===== config.mk =====
export PLATFORM = sky130hd
export DESIGN_NAME = mem_port_arbiter
export DESIGN_NICKNAME = d
export VERILOG_FILES = /design/src/rtl/mem_pkg.sv /design/src/rtl/prio_aging_arb.sv /design/src/rtl/mem_port_arbiter.sv
export SDC_FILE = /design/constraint.sdc
export NUM_CORES = 1
export LEC_CHECK = 0
export CORE_ASPECT_RATIO = 1.1
export CORE_UTILIZATION = 42
export CTS_CLUSTER_SIZE = 10
export DETAILED_ROUTE_END_ITERATION = 10
export MAX_ROUTING_LAYER = met4
export PLACE_DENSITY = 0.79
export SLEW_MARGIN = 20
export SYNTH_ARGS = -nofsm -noshare
export SYNTH_HDL_FRONTEND = slang
export SYNTH_HIERARCHICAL = 1
export SYNTH_SLANG_ARGS = --single-unit

===== constraint.sdc =====
create_clock -name clk -period 1.9 [get_ports clk]
set_clock_uncertainty 0.05 [all_clocks]
set_input_delay 0.19 -clock clk [delete_from_list [all_inputs] [get_ports clk]]
set_output_delay 0.19 -clock clk [all_outputs]
set_load 0.02 [all_outputs]

===== src/rtl/mem_pkg.sv =====
// mem_pkg: shared memory-subsystem widths, FSM states and port-owner encoding
package mem_pkg;
    localparam int MEM_ADDR_W = 5;
    localparam int MEM_DATA_W = 32;
    typedef enum logic [1:0] {IDLE, ACCESS, DONE} state_t;
    typedef enum logic {OWN_I = 1'b0, OWN_D = 1'b1} owner_t;
endpackage


===== src/rtl/prio_aging_arb.sv =====
// prio_aging_arb: data-priority grant with an aging counter that bounds fetch starvation
module prio_aging_arb #(
    parameter int MAX_WAIT = 3
) (
    input  logic       clk,
    input  logic       reset,
    input  logic       arb_en,
    input  logic       i_req,
    input  logic       d_req,
    output logic       grant_i,
    output logic [3:0] wait_cnt
);
    assign grant_i = i_req && (!d_req || wait_cnt == 4'(MAX_WAIT));

    always_ff @(posedge clk) begin
        if (reset)
            wait_cnt <= '0;
        else if (arb_en && (i_req || d_req))
            wait_cnt <= grant_i ? 4'd0 :
                        (i_req && wait_cnt < 4'(MAX_WAIT)) ? wait_cnt + 4'd1 : wait_cnt;
    end
endmodule


===== src/rtl/mem_port_arbiter.sv =====
// mem_port_arbiter: shares one single-port memory between fetch and data requesters
module mem_port_arbiter
    import mem_pkg::*;
#(
    parameter int ADDR_W   = MEM_ADDR_W,
    parameter int DATA_W   = MEM_DATA_W,
    parameter int MAX_WAIT = 3
) (
    input  logic              clk,
    input  logic              reset,
    input  logic              i_req,
    input  logic [ADDR_W-1:0] i_addr,
    output logic              i_ack,
    output logic [DATA_W-1:0] i_rdata,
    input  logic              d_req,
    input  logic              d_we,
    input  logic [ADDR_W-1:0] d_addr,
    input  logic [DATA_W-1:0] d_wdata,
    output logic              d_ack,
    output logic [DATA_W-1:0] d_rdata,
    output logic [ADDR_W-1:0] m_addr,
    output logic [DATA_W-1:0] m_din,
    output logic              m_rd,
    output logic              m_wr,
    input  logic [DATA_W-1:0] m_dout,
    output logic              busy
);
    state_t            state, state_nx;
    owner_t            owner;
    logic              we_q;
    logic [ADDR_W-1:0] addr_q;
    logic [DATA_W-1:0] wdata_q;
    logic              arb_en, grant_i;
    logic [3:0]        wait_cnt;

    assign arb_en = state == IDLE;

    prio_aging_arb #(.MAX_WAIT(MAX_WAIT)) u_arb (
        .clk      (clk),
        .reset    (reset),
        .arb_en   (arb_en),
        .i_req    (i_req),
        .d_req    (d_req),
        .grant_i  (grant_i),
        .wait_cnt (wait_cnt)
    );

    always_ff @(posedge clk) begin
        if (reset)
            state <= IDLE;
        else
            state <= state_nx;
    end

    always_comb begin
        state_nx = state;
        m_addr   = '0;
        m_din    = '0;
        m_rd     = 1'b0;
        m_wr     = 1'b0;
        state_nx = state == IDLE ? ((i_req || d_req) ? ACCESS : IDLE) :
                   state == ACCESS ? DONE : IDLE;
        m_addr   = state == ACCESS ? addr_q : '0;
        m_rd     = state == ACCESS && !we_q;
        m_wr     = state == ACCESS && we_q;
        m_din    = (state == ACCESS && we_q) ? wdata_q : '0;
        i_ack    = state == DONE && owner == OWN_I;
        d_ack    = state == DONE && owner == OWN_D;
        busy     = state != IDLE;
    end

    // Request fields are captured once at the arbitration edge so later input changes cannot leak in
    always_ff @(posedge clk) begin
        if (reset) begin
            owner   <= OWN_I;
            we_q    <= 1'b0;
            addr_q  <= '0;
            wdata_q <= '0;
            i_rdata <= '0;
            d_rdata <= '0;
        end else begin
            if (arb_en && (i_req || d_req)) begin
                owner   <= grant_i ? OWN_I : OWN_D;
                we_q    <= !grant_i && d_we;
                addr_q  <= grant_i ? i_addr : d_addr;
                wdata_q <= d_wdata;
            end
            if (state == ACCESS && !we_q) begin
                if (owner == OWN_I)
                    i_rdata <= m_dout;
                else
                    d_rdata <= m_dout;
            end
        end
    end
endmodule


==> flow_summary_export.csv <==
group,metric,value,unit
routing,via_per_inst,5.34,
global_routing,grt_pass1_vias,4193,
timing,rsz0062_at_grt,"false",
power_and_ir_drop,p_comb_frac,0.196,
timing,finalWorstSetupSlack,0.0577,ns
timing,relSlewSlack,0.704,
routing,routed_wl,12600,µm
synth,synth_area_leaders,"dfxtp_1, a21oi_1, nand2_1, and3_1, o21ai_0",
worst_setup_path,crit_type,"reg2out",
floorplanning,start_util,0.436,
floorplanning,core,9980,µm²
synth,synth_top_flop_cell,"dfxtp_1",
synth,synth_edf_count,0,
clock_network,cts_tree,"done",
worst_setup_path,worst_setup_path_start_kind,"flip-flop",
routing,dr.first_iter.drc_count,183,
timing,setup_tns,0,ns
synth,synth-async-reset-ratio,0,
clock_network,cts.clk_slew.worst_paths,0.09,ns
worst_setup_path,slowest_stage,"dlygate4sd2_1",
routing,drc_errors,0,
routing,wire_per_inst,15.2,µm
clock_network,clkSinkCount,109,
power_and_ir_drop,totalPowerFinal,4.73,mW
timing,period_share,0.970,
timing,tightest_slew,0.443,ns
layout,areaGrowthSynthToFinish,47.7,%
timing,setup_violations,0,
job,cap_violations,0,
power_and_ir_drop,sequentialPowerShare,0.527,
timing,hold_ws,0.182,ns
placement,dp.cells,808,
worst_setup_path,crit_required,1.66,ns
layout,final_util,0.644,
synth,ys_types,37,
placement,post_dp_cell_area,6280,µm²
worst_setup_path,crit_chain,"nor2b_2, buf_12, and3_1, dlygate4sd2_1",
routing,vias,4397,
placement,hpwl,8670,µm
timing,hold_viol_final,0,
synth,yosysSeqAreaShare,0.501,
synth,synth_fp_nets,619,
worst_setup_path,critPathMaxFanout,38,
worst_setup_path,cp.arrival,1.60,ns
clock_network,numCtsBuffers,9,
placement,gp_congestion,0.854,
placement,portBuffers,184,
worst_hold_path,hp-class,"in2reg",
synth,synth_top_area_frac,0.501,
worst_setup_path,end_kind,"output pin",
synth,yosys.area.top_type,"dfxtp_1",
floorplanning,die_area,10800,µm²
floorplanning,rows,38,
worst_setup_path,crit_path_max_incr_delay,0.34,ns
timing,drv_slew,0,
timing,fmax,543,MHz
global_routing,grt_first_pass_wirelength,19800,µm
floorplanning,die_x,99.1,µm
power_and_ir_drop,clockPowerShare,0.277,
layout,diodes,0,
routing,first_pass_iters,6,
synth,postSynthAreaPerCell,8.07,µm²
floorplanning,fp.dieH,109,µm
synth,synth_area,4350,µm²
power_and_ir_drop,vdd_drop_max,0.000393,V
synth,ys_warn_count,6,
power_and_ir_drop,p_int,3.41,mW
layout,fin_area,6430,µm²
routing,drtAntennaViolNets,0,
synth,netlist_instances,539,
floorplanning,io_pins,185,
layout,drive_gt1_frac,0.0611,
global_routing,grt_max_degree,59,
clock_network,clk_path_buf_depth,2,
power_and_ir_drop,p_sw,1.32,mW
power_and_ir_drop,p_per_area,737,nW/µm²
global_routing,antenna_found_initial,0,
power_and_ir_drop,switching_share,0.279,
layout,n_fill_cell,858,
synth,synth.ff_latch_count,109,
power_and_ir_drop,leakage,2.57,nW
clock_network,cts_setup_buffers,0,
clock_network,insertion_delay,0.35,ns
clock_network,cts_root_buffer,"clkbuf_8",
clock_network,htree_levels,3,
global_routing,grtUsageTotal,0.237,
layout,stdcell_count,824,
outcome,status,"finished clean",
global_routing,grt_overflow,0,
placement,dp_worst_setup_slack,0.130,ns
layout,fin_nets,779,
timing,post-route-min-period,1.84,ns
==> cell families after synthesis <==
kind of cell / count (synthesis) / synth area share
simple gates: 221 / 0.238
fa+ha+maj: 1 / 0.00287
compound gates: 150 / 0.185
flops: 109 / 0.501
mux: 5 / 0.0115
buf+inv: 53 / 0.0612
==> layout by cell type, fill, tap and decap left out, types with 6 or more instances in the layout <==
cell type        Yosys  layout
clkbuf_8             0      11
o21ai_0             35      35
buf_4                5      12
and3_1              32      32
nor2_1               7       6
a21oi_1            104     104
dlygate4sd2_1        0      37
dfxtp_1            109     108
and2_1               6       6
clkdlybuf4s50_1      0     141
nand3_1             32      32
nand2_1            130     130
==> power groups by stage <==
stage	clock network [mW]	logic, mW	registers [mW]
global placement	0	0.916	2.54
detailed placement	0	0.937	2.55
CTS	1.35	0.929	2.49
floorplan	0	0.424	2.61
global route	1.44	1.00	2.51
finish	1.31	0.927	2.49
==> repair_timing <==
| action | in CTS | in global routing |
|---|---|---|
| hold buffers | 0 | 0 |
| setup endpoints to repair | 42 | 5 |
| gates resized for setup | 43 | 5 |
==> cell type report <==
type,count,area (µm²),share of cell area
sequential,109,2180,0.340
tap,120,150,0.0234
clock buffer,12,155,0.0241
inverter,2,7.51,0.00117
multi-input combinational,377,1920,0.299
timing repair buffer,200,1980,0.307
clock inverter,4,31.3,0.00487
==> per-layer routing <==
layer | vias to the layer above | global-route usage | part of all wire
met3 | 21 | 0.0429 | 0.072
li1 | 2140 | - | -
met4 | 0 | 0.0809 | 0.016
met5 | - | - | 0
met1 | 2044 | 0.275 | 0.41
met2 | 192 | 0.415 | 0.50
==> final timing paths <==
kind,from,to,slack [ns],depth (start not counted)
worst min-delay path,reset,u_arb/wait_cnt[3],0.18,2
worst min register to register,d_rdata[21],d_rdata[21],0.41,2
worst max register to register,state[1],addr_q[2],0.16,6
worst max-delay path,state[0],m_din[2],0.06,4
==> sequential cells by signal, indices dropped and copies added, names as in the netlist <==
name	cells
we_q	1
d_rdata	32
wdata_q	32
u_arb/wait_cnt	4
owner	1
state	2
i_rdata	32
addr_q	5
==> critical path: cells and delay by family, from the launching register on <==
kind,cells,cell delay (ns)
DFF,1,0.33
and+or+nand+nor,2,0.39
buffers and inverters,2,0.53
==> cell usage after synthesis (4+ instances only) <==
cell,instances
a211oi_1,5
a21oi_1,104
and2_1,6
and3_1,32
buf_2,13
buf_4,5
buf_6,4
clkbuf_1,25
dfxtp_1,109
mux2i_1,5
nand2_1,130
nand3_1,32
nor2_1,7
o21ai_0,35
Note: power is estimated with default switching activity, not from simulation.
